$ cat config.mk
export PLATFORM = sky130hd
export DESIGN_NAME = shift_unit_pipe_flat
export DESIGN_NICKNAME = d
export VERILOG_FILES = /design/src/rtl/shift_unit_pipe_if.sv /design/src/rtl/shift_unit_pipe.sv /design/src/flat_wrapper.sv
export SDC_FILE = /design/constraint.sdc
export NUM_CORES = 1
export LEC_CHECK = 0
export ABC_AREA = 1
export CORE_MARGIN = 2
export CORE_UTILIZATION = 50
export CTS_BUF_LIST = sky130_fd_sc_hd__clkbuf_8
export DETAILED_ROUTE_END_ITERATION = 16
export PLACE_DENSITY = 0.71
export SLEW_MARGIN = 20
export SYNTH_ARGS = -nofsm -noshare
export SYNTH_HDL_FRONTEND = slang
export SYNTH_SLANG_ARGS = --single-unit
$ cat constraint.sdc
create_clock -name clk -period 3.7 [get_ports clk]
set_input_delay 0.555 -clock clk [delete_from_list [all_inputs] [get_ports clk]]
set_output_delay 0.555 -clock clk [all_outputs]
set_load 0.01 [all_outputs]
$ cat src/rtl/shift_unit_pipe_if.sv
// Valid/ready bundle for the pipelined shifter: operation
// request on the in_* side, tagged result on the out_* side.
interface shift_unit_pipe_if #(
  parameter int DATA_WIDTH = 32,
  parameter int SHAMT_W    = 5,
  parameter int TAG_WIDTH  = 5
);
  logic                  in_valid;
  logic                  in_ready;
  logic [1:0]            in_op;
  logic [SHAMT_W-1:0]    in_shamt;
  logic [DATA_WIDTH-1:0] in_data;
  logic [TAG_WIDTH-1:0]  in_tag;
  logic                  out_valid;
  logic                  out_ready;
  logic [DATA_WIDTH-1:0] out_data;
  logic [TAG_WIDTH-1:0]  out_tag;

  modport master (
    output in_valid, in_op, in_shamt, in_data, in_tag,
    output out_ready,
    input  in_ready, out_valid, out_data, out_tag
  );

  modport slave (
    input  in_valid, in_op, in_shamt, in_data, in_tag,
    input  out_ready,
    output in_ready, out_valid, out_data, out_tag
  );
endinterface

$ cat src/rtl/shift_unit_pipe.sv
// Pipelined barrel shifter (SLL/SRL/SRA/ROTR) with a tag
// sideband; the barrel levels are spread over STAGES registers.
module shift_unit_pipe #(
  parameter int DATA_WIDTH       = 32,
  parameter int LEVELS_PER_STAGE = 2,
  parameter int TAG_WIDTH        = 5
) (
  input logic clk,
  input logic reset,
  input logic flush,
  shift_unit_pipe_if.slave io
);
  localparam int SHAMT_W = $clog2(DATA_WIDTH);
  localparam int STAGES  =
    (SHAMT_W + LEVELS_PER_STAGE - 1) / LEVELS_PER_STAGE;

  logic advance;

  function automatic logic [DATA_WIDTH-1:0] level(
    input logic [1:0]            op,
    input logic [DATA_WIDTH-1:0] d,
    input int                    k
  );
    int unsigned           n;
    logic [DATA_WIDTH-1:0] r;
    n = 32'd1 << k;
    // SRA never changes the MSB, so it still equals the original sign
    unique case (op)
      2'b00:   r = d << n;
      2'b01:   r = d >> n;
      2'b10:   r = $signed(d) >>> n;
      default: r = (d >> n) | (d << (DATA_WIDTH - n));
    endcase
    return r;
  endfunction

  assign advance      = !g_st[STAGES-1].vld_q || io.out_ready;
  assign io.in_ready  = advance && !flush;
  assign io.out_valid = g_st[STAGES-1].vld_q;
  assign io.out_data  = g_st[STAGES-1].dat_q;
  assign io.out_tag   = g_st[STAGES-1].tag_q;

  for (genvar s = 0; s < STAGES; s++) begin : g_st
    localparam int LO = s * LEVELS_PER_STAGE;
    localparam int HI =
      (LO + LEVELS_PER_STAGE < SHAMT_W) ?
      LO + LEVELS_PER_STAGE : SHAMT_W;

    logic                  v_in;
    logic [1:0]            op_in;
    logic [SHAMT_W-1:LO]   sh_in;
    logic [DATA_WIDTH-1:0] d_in;
    logic [TAG_WIDTH-1:0]  t_in;
    logic [DATA_WIDTH-1:0] d_nxt;
    logic                  vld_q;
    logic [DATA_WIDTH-1:0] dat_q;
    logic [TAG_WIDTH-1:0]  tag_q;

    if (s == 0) begin : g_src
      assign v_in  = io.in_valid && io.in_ready;
      assign op_in = io.in_op;
      assign sh_in = io.in_shamt;
      assign d_in  = io.in_data;
      assign t_in  = io.in_tag;
    end else begin : g_src
      assign v_in  = g_st[s-1].vld_q;
      assign op_in = g_st[s-1].g_ctl.op_q;
      assign sh_in = g_st[s-1].g_ctl.sh_q;
      assign d_in  = g_st[s-1].dat_q;
      assign t_in  = g_st[s-1].tag_q;
    end

    always_comb begin
      d_nxt = d_in;
      for (int k = LO; k < HI; k++) begin
        if (sh_in[k]) d_nxt = level(op_in, d_nxt, k);
      end
    end

    always_ff @(posedge clk or negedge reset) begin
      if (!reset) begin
        vld_q <= 1'b0;
        dat_q <= '0;
        tag_q <= '0;
      end else begin
        if (flush) vld_q <= 1'b0;
        else if (advance) vld_q <= v_in;
        if (advance) begin
          dat_q <= d_nxt;
          tag_q <= t_in;
        end
      end
    end

    // only the shamt bits later stages still consume travel on
    if (s < STAGES - 1) begin : g_ctl
      logic [1:0]          op_q;
      logic [SHAMT_W-1:HI] sh_q;

      always_ff @(posedge clk or negedge reset) begin
        if (!reset) begin
          op_q <= '0;
          sh_q <= '0;
        end else if (advance) begin
          op_q <= op_in;
          sh_q <= sh_in[SHAMT_W-1:HI];
        end
      end
    end
  end
endmodule

$ cat src/flat_wrapper.sv
// flat-port wrapper written by rule: the top's interface ports become plain ports
module shift_unit_pipe_flat 
#(
  parameter int DATA_WIDTH       = 32,
  parameter int LEVELS_PER_STAGE = 2,
  parameter int TAG_WIDTH        = 5
)
  (clk, reset, flush, io_in_valid, io_in_op, io_in_shamt, io_in_data, io_in_tag, io_out_ready, io_in_ready, io_out_valid, io_out_data, io_out_tag);
  shift_unit_pipe_if #(.DATA_WIDTH(DATA_WIDTH), .SHAMT_W(5), .TAG_WIDTH(TAG_WIDTH)) io_i ();
  input logic clk;
  input logic reset;
  input logic flush;
  input wire logic [$bits(io_i.in_valid)-1:0] io_in_valid;
  input wire logic [$bits(io_i.in_op)-1:0] io_in_op;
  input wire logic [$bits(io_i.in_shamt)-1:0] io_in_shamt;
  input wire logic [$bits(io_i.in_data)-1:0] io_in_data;
  input wire logic [$bits(io_i.in_tag)-1:0] io_in_tag;
  input wire logic [$bits(io_i.out_ready)-1:0] io_out_ready;
  output wire logic [$bits(io_i.in_ready)-1:0] io_in_ready;
  output wire logic [$bits(io_i.out_valid)-1:0] io_out_valid;
  output wire logic [$bits(io_i.out_data)-1:0] io_out_data;
  output wire logic [$bits(io_i.out_tag)-1:0] io_out_tag;
  assign io_i.in_valid = io_in_valid;
  assign io_i.in_op = io_in_op;
  assign io_i.in_shamt = io_in_shamt;
  assign io_i.in_data = io_in_data;
  assign io_i.in_tag = io_in_tag;
  assign io_i.out_ready = io_out_ready;
  assign io_in_ready = io_i.in_ready;
  assign io_out_valid = io_i.out_valid;
  assign io_out_data = io_i.out_data;
  assign io_out_tag = io_i.out_tag;
  shift_unit_pipe #(.DATA_WIDTH(DATA_WIDTH), .LEVELS_PER_STAGE(LEVELS_PER_STAGE), .TAG_WIDTH(TAG_WIDTH)) u_core (.clk(clk), .reset(reset), .flush(flush), .io(io_i));
endmodule
==> flow_summary.toml <==
[synthesis]
synth_warnings = 0
synth_top_area_share_pct = 39.1
synth_top_area_cell = "dfrtp_1"
ys_seq_elements = 122
syn-num-nets = 1180
ys_seq_area_share_pct = 39.1
synth_ff_type = "dfrtp_1"
async_flop_share_pct = 100
syn-cell-area_sq_um = 7810
synth-edff-count = 0
synth_area_leaders = "dfrtp_1 39%, nand2_1 15%, nand3_1 13%, o21ai_0 5.9%, inv_1 4.6%"
synthCells = 1131
yosysMostFrequentCell = "nand2_1"
synthDistinctLibCells = 33
syn_area_per_cell_sq_um = 6.91
synth_commonest_cells = "311 x nand2_1, 196 x nand3_1, 122 x dfrtp_1, 95 x inv_1, 92 x o21ai_0"

[floorplan]
dieArea_sq_um = 16600
design.portCount = 88
core-area_sq_um = 15300
num_rows = 45
start_util_pct = 51.2
die_x_um = 129
dieHeight_um = 129

[sta]
slew_headroom_pct = 28.0
hold_ws_ns = 0.111
drv_slew = 0
fin_crit_ns = 2.68
setup_violations = 0
fin_crit_sh_pct = 72.5
rsz0062_at_grt = "no"
worst_pin_slew_ns = 1.08
hold_viol_final = 0
clock.fmax_mhz = 373
setup_tns_ns = 0
fin_worst_skew_ns = 0.0152

[critical_path]
critical-path-max-stage-delay_ns = 0.51
path_cells = "clkdlybuf4s50_1 -> nor2_4 -> nor2_1 -> clkdlybuf4s50_1"
cp_num_cells = 4
cp-startpoint = "io_out_ready"
path_class = "in -> out"
worstReg2RegEnd = "u_core.g_st[1].dat_q[17]"
crit_end = "io_in_ready"
path_max_fanout = 27
ff2ff_setup_slack_ns = 1.54
r2r_cells = 7
startpoint_type = "input port"
cp.arrival_ns = 2.13
crit_family = "buffers and inverters"
slowest_stage = "clkdlybuf4s50_1"
r2r_start = "u_core.g_st[0].g_ctl.sh_q[2]"
end_kind = "output port"
cp.required_ns = 3.14
critPathBufInv = 2
cp_common_cell = "clkdlybuf4s50_1"

[clocking]
cts_setup_buffers = 0
cts_buffers = 17
clk_latency_ns = 0.46
hold_buffers = 0
cts_tree = "built"
post_cts_resized = 0
cts_root_buf = "clkbuf_8"
cts_num_sinks = 122
ctsLongestPathBuffers = 2
cts_max_level = 4
clkTransAtPathRegs_ns = 0.08

[pwr]
worst_ir_drop_vdd_v = 0.000235
seqPwrFrac_pct = 43.3
netSwitchingFraction_pct = 33.5
p_switching_mw = 1.32
comb_power_share_pct = 26.8
p_per_area_nw_per_um2 = 437
intPower_mw = 2.62
power.leakage_nw = 4.35
clock_power_share_pct = 29.8

[detailed_routing]
routedWlPerCell_um = 14.5
drc = 0
drt_wl_total_um = 20200
drtIter0Drc = 662
vias = 7595
firstDrtPassIters = 6
vias_per_cell = 5.45
ant_nets = 0

[grt]
grt_first_pass_wirelength_um = 34000
grt_max_degree = 79
grt_usage_pct = 25.6
antenna_found_initial = 0
grt_pass1_vias = 6903
overflow = 0

[outcome]
status = "finished, final reports clean"

[layout]
nNetsFinal = 1220
fill_cells = 1441
area_delta_synth_final_pct = 15.1
final_layout_size_suffix_gt1_share_pct = 6.26
final_area_sq_um = 8990
num_antenna_cells = 0

[run]
drv_cap = 0

[min_path]
hold_class = "in -> async"

[place]
gp_congestion = 0.891
post_dp_cell_area_sq_um = 8600
dp_hpwl_um = 14100
port_buffers = 87
[worst register-to-register path, stage by stage (launching register included)]
cell and delay [ns]:
dfrtp_1 0.77, inv_2 0.52, a21oi_1 0.25, o21ai_0 0.18, nand3_1 0.11, nand3_1 0.08, nand2_1 0.09, nand2_1 0.05
[worst min-delay path by stage]
stage / start / to / slack (ns)
after global placement: u_core.g_st[1].tag_q[3] / u_core.io.out_tag[3] / 0.46
after floorplan: reset / u_core.g_st[0].dat_q[0] / 0.26
after CTS: reset / u_core.g_st[0].dat_q[14] / 0.29
after detailed placement: u_core.g_st[1].tag_q[3] / u_core.io.out_tag[3] / 0.46
final: reset / u_core.g_st[0].dat_q[14] / 0.11
after global routing: reset / u_core.io.out_data[22] / 0.18
[flip-flops by register name, summed over array words and instances, names as in the netlist]
name / flops
u_core.g_st.dat_q: 64
u_core.g_st.g_ctl.op_q: 4
u_core.g_st.g_ctl.sh_q: 4
u_core.g_st.tag_q: 10
u_core.g_st.vld_q: 2
u_core.io.out_data: 32
u_core.io.out_tag: 5
u_core.io.out_valid: 1
[placed cells by master (no fill, tap or decap), drive strengths merged, types with 4 or more instances in the layout]
master and instances:
clkinv 5, nor2 68, clkinvlp 4, clkdlybuf4s50 86, a21oi 58, clkbuf 19, o21ai 133, inv 102
a22oi 4, nand3 198, dfrtp 122, o221ai 16, o21a 16, o211ai 5, buf 11, or2 10
a31oi 7, nand2 313
[layout make-up]
type	count	area (sq um)	share of cell area, %
Multi-Input combinational cell	832	3940	43.9
Timing Repair Buffer	97	960	10.7
Inverter	101	382	4.24
Clock inverter	12	126	1.41
Clock buffer	19	262	2.91
Sequential cell	122	3050	34.0
Tap cell	211	264	2.94
[layer usage]
layer	vias up	GRT usage, %	share of wire (%)
met2	238	39.2	46
li1	3843	-	-
met5	-	0	0
met4	0	8.31	1.8
met1	3486	37.2	47
met3	28	3.95	6.1
[power groups by stage]
stage	registers (mW)	logic [mW]	clock network [mW]
floorplan	1.71	0.639	0
global placement	1.72	1.04	0
detailed placement	1.73	1.05	0
CTS	1.70	1.05	1.19
global route	1.73	1.20	1.25
finish	1.70	1.05	1.17
[per-stage QoR]
step | total power, mW | cells | utilization [%] | setup slack [ns]
2_1_floorplan | 2.35 | 1131 | - | 2.10
3_3_place_gp | 2.76 | 1363 | 56.3 | 1.02
3_5_place_dp | 2.78 | 1363 | 56.3 | 1.01
4_1_cts | 3.95 | 1394 | 58.9 | 0.998
5_1_grt | 4.18 | 1394 | 58.9 | 0.880
6_report | 3.93 | 1394 | 58.9 | 1.02
[kinds of logic (layout without fill, tap and decap cells)]
family,count (synthesis),after routing,share of synthesized area (%)
compound gates,241,241,17.6
flops,122,122,39.1
buf+inv,177,229,10.5
simple gates,590,590,32.6
xor+xnor,1,1,0.112
Power figures use the tool's default switching activity.
